**src/rtl/sw_alloc_if.sv**
```systemverilog
// Bundles the request/transfer inputs and grant/busy outputs of the 5-port switch allocator.
// master drives requests (input channels), slave is the allocator.
interface sw_alloc_if;
   logic       req_0, req_1, req_2, req_3, req_4;
   logic [2:0] port_0, port_1, port_2, port_3, port_4;
   logic       fire_0, fire_1, fire_2, fire_3, fire_4;
   logic       tail_0, tail_1, tail_2, tail_3, tail_4;
   logic       oavail_0, oavail_1, oavail_2, oavail_3, oavail_4;
   logic [4:0] grt_0, grt_1, grt_2, grt_3, grt_4;
   logic [4:0] busy;

   modport master (
      output req_0, req_1, req_2, req_3, req_4,
      output port_0, port_1, port_2, port_3, port_4,
      output fire_0, fire_1, fire_2, fire_3, fire_4,
      output tail_0, tail_1, tail_2, tail_3, tail_4,
      output oavail_0, oavail_1, oavail_2, oavail_3, oavail_4,
      input  grt_0, grt_1, grt_2, grt_3, grt_4,
      input  busy
   );

   modport slave (
      input  req_0, req_1, req_2, req_3, req_4,
      input  port_0, port_1, port_2, port_3, port_4,
      input  fire_0, fire_1, fire_2, fire_3, fire_4,
      input  tail_0, tail_1, tail_2, tail_3, tail_4,
      input  oavail_0, oavail_1, oavail_2, oavail_3, oavail_4,
      output grt_0, grt_1, grt_2, grt_3, grt_4,
      output busy
   );
endinterface

```
**src/rtl/sw_alloc.sv**
```systemverilog
// Wormhole switch allocator: each output locks to one input for a whole packet,
// chosen by a per-output round-robin pointer, and unlocks on the owner's tail transfer.
module sw_alloc #(
   parameter int NPORT = 5,
   parameter int PORTW = 3
) (
   input logic        clk,
   input logic        rst_,
   sw_alloc_if.slave  io_sw
);

   typedef enum logic {
      IDLE   = 1'b0,
      LOCKED = 1'b1
   } state_t;

   logic [NPORT-1:0]            w_req;
   logic [NPORT-1:0]            w_fire;
   logic [NPORT-1:0]            w_tail;
   logic [NPORT-1:0]            w_oavail;
   logic [PORTW-1:0]            w_port [NPORT];

   // w_hold[p] is the one-hot owner of output p; w_grt[i] is its transpose per input
   logic [NPORT-1:0][NPORT-1:0] w_hold;
   logic [NPORT-1:0][NPORT-1:0] w_grt;
   logic [NPORT-1:0]            w_busy;
   logic [NPORT-1:0]            w_owns;

   assign w_req    = {io_sw.req_4, io_sw.req_3, io_sw.req_2, io_sw.req_1, io_sw.req_0};
   assign w_fire   = {io_sw.fire_4, io_sw.fire_3, io_sw.fire_2, io_sw.fire_1, io_sw.fire_0};
   assign w_tail   = {io_sw.tail_4, io_sw.tail_3, io_sw.tail_2, io_sw.tail_1, io_sw.tail_0};
   assign w_oavail = {io_sw.oavail_4, io_sw.oavail_3, io_sw.oavail_2,
                      io_sw.oavail_1, io_sw.oavail_0};
   assign w_port[0] = io_sw.port_0;
   assign w_port[1] = io_sw.port_1;
   assign w_port[2] = io_sw.port_2;
   assign w_port[3] = io_sw.port_3;
   assign w_port[4] = io_sw.port_4;

   // First set bit of cand scanning rr, rr+1, ... modulo NPORT.
   function automatic logic [PORTW-1:0] rr_pick(
      input logic [NPORT-1:0] cand,
      input logic [PORTW-1:0] rr
   );
      logic [PORTW:0]   idx;
      logic [PORTW-1:0] pick;
      logic             found;
      pick  = '0;
      found = 1'b0;
      for (int k = 0; k < NPORT; k++) begin
         idx = {1'b0, rr} + (PORTW+1)'(k);
         if (idx >= (PORTW+1)'(NPORT)) begin
            idx = idx - (PORTW+1)'(NPORT);
         end
         if (!found && cand[idx[PORTW-1:0]]) begin
            found = 1'b1;
            pick  = idx[PORTW-1:0];
         end
      end
      return pick;
   endfunction

   always_comb begin
      w_owns = '0;
      for (int p = 0; p < NPORT; p++) begin
         w_owns = w_owns | w_hold[p];
      end
   end

   always_comb begin
      w_grt = '0;
      for (int i = 0; i < NPORT; i++) begin
         for (int p = 0; p < NPORT; p++) begin
            w_grt[i][p] = w_hold[p][i];
         end
      end
   end

   genvar gi;
   generate
      for (gi = 0; gi < NPORT; gi++) begin : g_out
         state_t           r_state;
         logic [PORTW-1:0] r_owner;
         logic [PORTW-1:0] r_rr;
         logic [NPORT-1:0] r_hold;

         logic [NPORT-1:0] w_cand;
         logic [PORTW-1:0] w_pick;
         logic [PORTW-1:0] w_rr_next;
         logic             w_release;

         // An input already holding any output is not eligible, so one input never holds two.
         always_comb begin
            w_cand = '0;
            for (int j = 0; j < NPORT; j++) begin
               w_cand[j] = w_req[j] && (w_port[j] == PORTW'(gi)) && !w_owns[j];
            end
         end

         assign w_pick    = rr_pick(w_cand, r_rr);
         assign w_rr_next = (w_pick == PORTW'(NPORT-1)) ? '0 : w_pick + 1'b1;
         assign w_release = |(r_hold & w_fire & w_tail);

         always_ff @(posedge clk) begin
            if (!rst_) begin
               r_state <= IDLE;
               r_owner <= '0;
               r_rr    <= '0;
               r_hold  <= '0;
            end else if (r_state == IDLE) begin
               if (w_oavail[gi] && (|w_cand)) begin
                  r_state <= LOCKED;
                  r_owner <= w_pick;
                  r_rr    <= w_rr_next;
                  r_hold  <= NPORT'(1) << w_pick;
               end
            end else begin
               if (w_release) begin
                  r_state <= IDLE;
                  r_hold  <= '0;
               end
            end
         end

         assign w_hold[gi] = r_hold;
         assign w_busy[gi] = (r_state == LOCKED);

         a_hold_onehot: assert property (@(posedge clk) disable iff (!rst_)
            $onehot0(r_hold));
         a_hold_owner: assert property (@(posedge clk) disable iff (!rst_)
            (r_state == LOCKED) |-> r_hold[r_owner]);
      end

      for (gi = 0; gi < NPORT; gi++) begin : g_in_chk
         a_grt_onehot: assert property (@(posedge clk) disable iff (!rst_)
            $onehot0(w_grt[gi]));
      end
   endgenerate

   assign io_sw.grt_0 = w_grt[0];
   assign io_sw.grt_1 = w_grt[1];
   assign io_sw.grt_2 = w_grt[2];
   assign io_sw.grt_3 = w_grt[3];
   assign io_sw.grt_4 = w_grt[4];
   assign io_sw.busy  = w_busy;

endmodule

```
**src/flat_wrapper.sv**
```systemverilog
// flat-port wrapper written by rule: the top's interface ports become plain ports
module sw_alloc_flat 
#(
   parameter int NPORT = 5,
   parameter int PORTW = 3
)
  (clk, rst_, io_sw_req_0, io_sw_req_1, io_sw_req_2, io_sw_req_3, io_sw_req_4, io_sw_port_0, io_sw_port_1, io_sw_port_2, io_sw_port_3, io_sw_port_4, io_sw_fire_0, io_sw_fire_1, io_sw_fire_2, io_sw_fire_3, io_sw_fire_4, io_sw_tail_0, io_sw_tail_1, io_sw_tail_2, io_sw_tail_3, io_sw_tail_4, io_sw_oavail_0, io_sw_oavail_1, io_sw_oavail_2, io_sw_oavail_3, io_sw_oavail_4, io_sw_grt_0, io_sw_grt_1, io_sw_grt_2, io_sw_grt_3, io_sw_grt_4, io_sw_busy);
  sw_alloc_if io_sw_i ();
  input logic clk;
  input logic rst_;
  input wire logic [$bits(io_sw_i.req_0)-1:0] io_sw_req_0;
  input wire logic [$bits(io_sw_i.req_1)-1:0] io_sw_req_1;
  input wire logic [$bits(io_sw_i.req_2)-1:0] io_sw_req_2;
  input wire logic [$bits(io_sw_i.req_3)-1:0] io_sw_req_3;
  input wire logic [$bits(io_sw_i.req_4)-1:0] io_sw_req_4;
  input wire logic [$bits(io_sw_i.port_0)-1:0] io_sw_port_0;
  input wire logic [$bits(io_sw_i.port_1)-1:0] io_sw_port_1;
  input wire logic [$bits(io_sw_i.port_2)-1:0] io_sw_port_2;
  input wire logic [$bits(io_sw_i.port_3)-1:0] io_sw_port_3;
  input wire logic [$bits(io_sw_i.port_4)-1:0] io_sw_port_4;
  input wire logic [$bits(io_sw_i.fire_0)-1:0] io_sw_fire_0;
  input wire logic [$bits(io_sw_i.fire_1)-1:0] io_sw_fire_1;
  input wire logic [$bits(io_sw_i.fire_2)-1:0] io_sw_fire_2;
  input wire logic [$bits(io_sw_i.fire_3)-1:0] io_sw_fire_3;
  input wire logic [$bits(io_sw_i.fire_4)-1:0] io_sw_fire_4;
  input wire logic [$bits(io_sw_i.tail_0)-1:0] io_sw_tail_0;
  input wire logic [$bits(io_sw_i.tail_1)-1:0] io_sw_tail_1;
  input wire logic [$bits(io_sw_i.tail_2)-1:0] io_sw_tail_2;
  input wire logic [$bits(io_sw_i.tail_3)-1:0] io_sw_tail_3;
  input wire logic [$bits(io_sw_i.tail_4)-1:0] io_sw_tail_4;
  input wire logic [$bits(io_sw_i.oavail_0)-1:0] io_sw_oavail_0;
  input wire logic [$bits(io_sw_i.oavail_1)-1:0] io_sw_oavail_1;
  input wire logic [$bits(io_sw_i.oavail_2)-1:0] io_sw_oavail_2;
  input wire logic [$bits(io_sw_i.oavail_3)-1:0] io_sw_oavail_3;
  input wire logic [$bits(io_sw_i.oavail_4)-1:0] io_sw_oavail_4;
  output wire logic [$bits(io_sw_i.grt_0)-1:0] io_sw_grt_0;
  output wire logic [$bits(io_sw_i.grt_1)-1:0] io_sw_grt_1;
  output wire logic [$bits(io_sw_i.grt_2)-1:0] io_sw_grt_2;
  output wire logic [$bits(io_sw_i.grt_3)-1:0] io_sw_grt_3;
  output wire logic [$bits(io_sw_i.grt_4)-1:0] io_sw_grt_4;
  output wire logic [$bits(io_sw_i.busy)-1:0] io_sw_busy;
  assign io_sw_i.req_0 = io_sw_req_0;
  assign io_sw_i.req_1 = io_sw_req_1;
  assign io_sw_i.req_2 = io_sw_req_2;
  assign io_sw_i.req_3 = io_sw_req_3;
  assign io_sw_i.req_4 = io_sw_req_4;
  assign io_sw_i.port_0 = io_sw_port_0;
  assign io_sw_i.port_1 = io_sw_port_1;
  assign io_sw_i.port_2 = io_sw_port_2;
  assign io_sw_i.port_3 = io_sw_port_3;
  assign io_sw_i.port_4 = io_sw_port_4;
  assign io_sw_i.fire_0 = io_sw_fire_0;
  assign io_sw_i.fire_1 = io_sw_fire_1;
  assign io_sw_i.fire_2 = io_sw_fire_2;
  assign io_sw_i.fire_3 = io_sw_fire_3;
  assign io_sw_i.fire_4 = io_sw_fire_4;
  assign io_sw_i.tail_0 = io_sw_tail_0;
  assign io_sw_i.tail_1 = io_sw_tail_1;
  assign io_sw_i.tail_2 = io_sw_tail_2;
  assign io_sw_i.tail_3 = io_sw_tail_3;
  assign io_sw_i.tail_4 = io_sw_tail_4;
  assign io_sw_i.oavail_0 = io_sw_oavail_0;
  assign io_sw_i.oavail_1 = io_sw_oavail_1;
  assign io_sw_i.oavail_2 = io_sw_oavail_2;
  assign io_sw_i.oavail_3 = io_sw_oavail_3;
  assign io_sw_i.oavail_4 = io_sw_oavail_4;
  assign io_sw_grt_0 = io_sw_i.grt_0;
  assign io_sw_grt_1 = io_sw_i.grt_1;
  assign io_sw_grt_2 = io_sw_i.grt_2;
  assign io_sw_grt_3 = io_sw_i.grt_3;
  assign io_sw_grt_4 = io_sw_i.grt_4;
  assign io_sw_busy = io_sw_i.busy;
  sw_alloc #(.NPORT(NPORT), .PORTW(PORTW)) u_core (.clk(clk), .rst_(rst_), .io_sw(io_sw_i));
endmodule
```
**config.mk**
```make
export PLATFORM = sky130hd
export DESIGN_NAME = sw_alloc_flat
export DESIGN_NICKNAME = d
export VERILOG_FILES = /design/src/rtl/sw_alloc_if.sv /design/src/rtl/sw_alloc.sv /design/src/flat_wrapper.sv
export SDC_FILE = /design/constraint.sdc
export NUM_CORES = 1
export LEC_CHECK = 0
export ABC_AREA = 1
export CAP_MARGIN = 40
export CORE_MARGIN = 1.5
export CORE_UTILIZATION = 25
export CTS_CLUSTER_DIAMETER = 60
export DETAILED_ROUTE_END_ITERATION = 7
export GPL_TIMING_DRIVEN = 0
export PLACE_DENSITY = 0.43
export SLEW_MARGIN = 0
export SYNTH_ARGS = -nofsm -noshare
export SYNTH_HDL_FRONTEND = slang
export SYNTH_SLANG_ARGS = --single-unit
```
**constraint.sdc**
```tcl
create_clock -name clk -period 3.27 [get_ports clk]
set_input_delay 0.4905 -clock clk [delete_from_list [all_inputs] [get_ports clk]]
set_output_delay 0.4905 -clock clk [all_outputs]
set_load 0.01 [all_outputs]
```
==> results of run 1 <==
-- cell usage after synthesis, drive strengths merged --
cell type and number:
xnor2 4, dfxtp 45, ha 65, or2 3
fa 5, and3 1, clkinv 2, a21oi 72
nor3b 1, nor3 13, a32o 1, a22oi 1
xor2 9, clkbuf 4, o31ai 2, o221ai 2
buf 11, nand4 64, a221oi 2, nand3 191
o211ai 7, o22ai 5, o21a 3, a31oi 1
a21o 1, a22o 1, nand2 462, o21ai 89
nand3b 5, nor4 3, o2111ai 1, inv 230
a41oi 1, and2 3, nor2 111, a211oi 3
a21boi 1
-- routing by layer --
| metal | up-vias | track usage | wire length (um) |
|---|---|---|---|
| li1 | 5040 | - | - |
| met1 | 4540 | 0.2381 | 14300 |
| met2 | 149 | 0.3246 | 15290 |
| met3 | 20 | 0.01986 | 953 |
| met4 | 0 | 0.03367 | 338 |
| met5 | - | 0 | 0 |
-- worst paths after layout --
check | cells past startpoint | endpoint | slack [ps] | start
worst max-delay path | 23 | u_core.g_out[1].r_rr[2]$_SDFFE_PN0P_ | -160 | u_core.g_out[1].r_rr[0]$_SDFFE_PN0P_
worst max register to register | 23 | u_core.g_out[1].r_rr[2]$_SDFFE_PN0P_ | -160 | u_core.g_out[1].r_rr[0]$_SDFFE_PN0P_
worst min register to register | 2 | u_core.g_out[0].r_hold[4]$_SDFFE_PN0P_ | 500 | u_core.g_out[0].r_hold[4]$_SDFFE_PN0P_
worst min-delay path | 2 | u_core.g_out[0].r_hold[4]$_SDFFE_PN0P_ | 500 | u_core.g_out[0].r_hold[4]$_SDFFE_PN0P_
-- metrics by stage --
stage                 util  area [um^2]  instances  TNS, ps
floorplan                -         8119       1425   -18.80
finish              0.3754        11820       2015   -620.3
CTS                 0.3417        10750       1975   -207.4
global placement    0.2946         9273       1892   -17510
detailed placement  0.2946         9273       1892   -16530
global route        0.3754        11820       2015    -3729
-- flip-flops by register name (all words and copies together), names as in the netlist --
name	cells
u_core.g_out.r_state	5
u_core.g_out.r_rr	15
u_core.g_out.r_hold	25
-- area by class of cell --
type,instances,area (um^2),area share
diodes,1,2.502,0.0002118
flip-flops and latches,45,944.7,0.07995
plain buffers,15,148.9,0.01260
inverters,232,957.2,0.08100
clock inverters,1,30.03,0.002541
well taps,402,503.0,0.04257
multi-input cells,1133,7537,0.6379
repair buffers,179,1550,0.1312
clock buffers,7,142.6,0.01207
-- logic make-up after synthesis --
group,count (synthesis)
flops,45
fa+ha+maj,70
simple gates,857
buf+inv,247
compound gates,193
xor+xnor,13
-- what timing repair did --
item / CTS / global route
setup buffers: 77 / 41
gates resized for setup: 206 / 185
pin swaps: 89 / 108
setup endpoints to repair: 40 / 40
-- worst max-delay path: stages, from the launching register on --
cell and delay, ps:
dfxtp_4 350, buf_8 120, clkinv_8 40, ha_4 110, inv_2 30, fa_2 440, nor2_4 160, nor2_4 80
nand2_2 90, o21ai_4 80, inv_2 80, a21oi_2 50, nand2_1 100, nand2_2 80, a21oi_4 220, buf_6 140
nand3_4 90, or2_4 280, nand2_4 70, inv_4 40, ha_4 150, ha_4 200, or2_4 220, a21oi_2 120
==> impl_metrics.yaml, run 1 <==
synthesis:
  synth_cells: 1425
  synth.area.top_cells: "nand2_1 (20%), dfxtp_1 (11%), nand3_1 (11%)"
  yosysWarningCount: 0
  synth_top_family_by_area: "simple AND/OR/NAND/NOR gates"
  synth_fa_ha_area_frac: 0.1143
  ys_seq_area_frac: 0.1128
  synth_top_cell_area_share: 0.2034
  ys_types: 58
  synthMuxAreaShare: 0
  synth_xor_area_frac: 0.01613
  yosys.area_share.simple: 0.4958
  ys_seq_elements: 45
  synth_area_um2: 7989
  yosysTopAreaCell: "nand2_1"
  synth_compound_area_frac: 0.1400
  synth.avg_cell_area_um2: 5.606
  syn_nets: 1532
setup_path:
  worstSetupStartpointType: "flip-flop"
  cp-end-kind: "flip-flop"
  critPathRequiredTime_ps: 3490
  setup.worst_path.class: "reg2reg"
  cp.arrival_ps: 3650
  critical_path.max_fanout: 4
placement:
  dp_slack_ps: -768.9
  gp_congestion: 0.8469
  portBuffers: 65
  dpl.hpwl_um: 24030
timing:
  period_needed_ps: 3429
  fin_worst_skew_ps: 8.395
  slew_violations: 0
  setup_viol: 8
  period_share: 1.049
  relSlewSlack: 0.5238
  hold_viol_final: 0
  rsz0062_at_grt: "yes"
  hold_ws_ps: 499.0
  max_freq_mhz: 291.6
  worst_slew_pin_slew_ps: 714.3
  fin_ws_ps: -159.1
cts:
  htreeDepth: 2
  cts_hold_buf: 0
  cts_buffer_depth: 2
  cts_tree: "yes"
  cts-root-buf: "clkbuf_16"
  cts_buffers: 5
  insertion_delay_ps: 290
  clk_pin_slew_ps: 60
  cts.sinks: 45
job:
  maxCapViolations: 0
run_status:
  status: "finished with violations"
  violations: "negative setup slack"
floorplanning:
  io_pins: 67
  design.core.area_um2: 31470
  num_rows: 65
  start_util: 0.2538
  dieWidth_um: 181.8
  die_y_um: 181.8
  dieArea_um2: 33040
drt:
  ant_nets: 0
  via_per_inst: 4.838
  first_iter_violations: 570
  dr_total_vias: 9749
  totalWireLength_um: 30880
  drtPass1Iterations: 5
  wire_per_inst_um: 15.33
  drc_errors: 0
hold_path:
  hp-class: "reg2reg"
global_routing:
  grt_usage: 0.1824
  grt_first_pass_wirelength_um: 48240
  antenna_found_initial: 1
  grt-ovfl-total: 0
  grt_pass1_vias: 9185
  grt_max_degree: 14
final_layout:
  syn2layout_area_growth_pct: 47.91
  fillers: 3373
  final_cell_mix: "nand2_1 (373), inv_1 (170), nand3_1 (153)"
  mostFrequentLayoutCell: "nand2_1"
  drive_above_1_share: 0.3176
  nets: 1718
Power of run 1 is left out: the tool's default activity adds up to more than one toggle a clock period on the data nets, which glitch-free logic cannot reach.
==> inputs of run 2 (changes only) <==
--- a/config.mk
+++ b/config.mk
@@ -12,7 +12,6 @@
 export CTS_CLUSTER_DIAMETER = 60
 export DETAILED_ROUTE_END_ITERATION = 7
 export GPL_TIMING_DRIVEN = 0
-export PLACE_DENSITY = 0.43
 export SLEW_MARGIN = 0
 export SYNTH_ARGS = -nofsm -noshare
 export SYNTH_HDL_FRONTEND = slang
==> impl_metrics.yaml, run 2 (synthesis gave the netlist of run 1 again) <==
run_status:
  status: "finished with violations"
  violations: "negative setup slack"
final_layout:
  drive_above_1_share: 0.2900
  nets: 1706
  mostFrequentLayoutCell: "nand2_1"
  seqCellArea_um2: 944.7
  reg_top3: "u_core.g_out.r_hold: 25 flops, u_core.g_out.r_rr: 15 flops, u_core.g_out.r_state: 5 flops"
  top_register: "u_core.g_out.r_hold"
  syn2layout_area_growth_pct: 42.66
  final_cell_mix: "nand2_1 (385), inv_1 (173), nand3_1 (156)"
  fillers: 3310
  largest_register_ffs: 25
  n_antenna_cell: 0
  multi_input_area_um2: 7262
job:
  maxCapViolations: 0
drt:
  totalWireLength_um: 29550
  wire_per_inst_um: 14.76
  via_per_inst: 5.012
  drtPass1Iterations: 6
  dr_total_vias: 10030
  first_iter_violations: 738
  ant_nets: 0
  drc_errors: 0
cts:
  cts_tree: "yes"
  cts_hold_buf: 0
  htreeDepth: 2
  cts_buffers: 5
  cts-root-buf: "clkbuf_16"
  cts_buffer_depth: 2
  insertion_delay_ps: 310
  clk_pin_slew_ps: 70
  cts.sinks: 45
global_routing:
  grt_max_degree: 16
  antenna_found_initial: 0
  grt_usage: 0.1661
  grt_pass1_vias: 8857
  grt_first_pass_wirelength_um: 44390
  grt-ovfl-total: 0
timing:
  worst_slew_pin_slew_ps: 771.6
  rsz0062_at_grt: "yes"
  hold_ws_ps: 503.5
  hold_viol_final: 0
  fin_worst_skew_ps: 8.925
  period_share: 1.031
  relSlewSlack: 0.4856
  slew_violations: 0
  setup_viol: 8
  max_freq_mhz: 296.7
  fin_ws_ps: -100.3
  period_needed_ps: 3370
setup_path:
  cp-end-kind: "flip-flop"
  critical_path.max_fanout: 4
  critPathRequiredTime_ps: 3480
  worstSetupStartpointType: "flip-flop"
  cp.arrival_ps: 3580
  setup.worst_path.class: "reg2reg"
floorplanning:
  num_rows: 65
  io_pins: 67
  dieArea_um2: 33040
  die_y_um: 181.8
  dieWidth_um: 181.8
  design.core.area_um2: 31470
  start_util: 0.2538
placement:
  portBuffers: 65
  gp_congestion: 0.9110
  dpl.hpwl_um: 22410
hold_path:
  hp-class: "reg2reg"
run 2: final timing paths:
path                                                           start                              endpoint  slack [ps]  cells after the start
worst max-delay path            u_core.g_out[4].r_rr[0]$_SDFFE_PN0P_  u_core.g_out[4].r_rr[2]$_SDFFE_PN0P_        -100                     26
worst min-delay path              u_core.g_out[0].r_state$_SDFF_PN0_    u_core.g_out[0].r_state$_SDFF_PN0_         500                      2
worst max register to register  u_core.g_out[4].r_rr[0]$_SDFFE_PN0P_  u_core.g_out[4].r_rr[2]$_SDFFE_PN0P_        -100                     26
worst min register to register    u_core.g_out[0].r_state$_SDFF_PN0_    u_core.g_out[0].r_state$_SDFF_PN0_         500                      2
run 2: critical path, stage by stage (launching register included):
cell and delay, ps:
dfxtp_4 360, buf_12 130, inv_8 60, ha_4 130, inv_4 30, fa_2 380, nor2_4 150, nor2_2 60
nand2_1 70, nand2_2 90, inv_2 80, nand2_1 60, nand3_1 110, nand2_2 100, a21oi_4 240, buf_4 150
nand4_1 70, nand2_1 60, inv_1 40, nand2_1 70, nand2_2 110, ha_4 180, ha_4 250, nor2_1 30
o21a_1 160, nand2_1 60, inv_1 40
run 2: layer usage:
| metal | up-vias | track usage | share of wire |
|---|---|---|---|
| met4 | 0 | 0.03667 | 0.021 |
| met1 | 4673 | 0.2206 | 0.45 |
| met3 | 43 | 0.01705 | 0.048 |
| li1 | 5030 | - | - |
| met5 | - | 0 | 0 |
| met2 | 288 | 0.2886 | 0.48 |
run 2: cell type report:
type / instances / share of cell area
clock buffer: 5 / 0.01098
multi-input combinational: 1133 / 0.6372
clock inverter: 3 / 0.001976
buffer: 14 / 0.01175
sequential: 45 / 0.08288
tap: 402 / 0.04413
timing repair buffer: 168 / 0.1282
inverter: 232 / 0.08288
run 2: through the flow:
stage / util / setup WS (ps) / area (um^2) / std cells / TNS (ps)
floorplan: - / -18.80 / 8119 / 1425 / -18.80
global placement: 0.2946 / -553.7 / 9273 / 1892 / -11660
detailed placement: 0.2946 / -577.7 / 9273 / 1892 / -12450
CTS: 0.3278 / -91.63 / 10320 / 1955 / -198.5
global route: 0.3621 / -300.4 / 11400 / 2002 / -3826
finish: 0.3621 / -100.3 / 11400 / 2002 / -355.7
run 2: repair_timing:
| item | 4_1_cts | 5_1_grt |
|---|---|---|
| gates resized for setup | 146 | 177 |
| buffers inserted | 57 | 49 |
| gates cloned | 0 | 0 |
| pin swaps | 69 | 107 |
| endpoints found under the setup margin | 38 | 40 |
Power of run 2 is left out for the same reason.
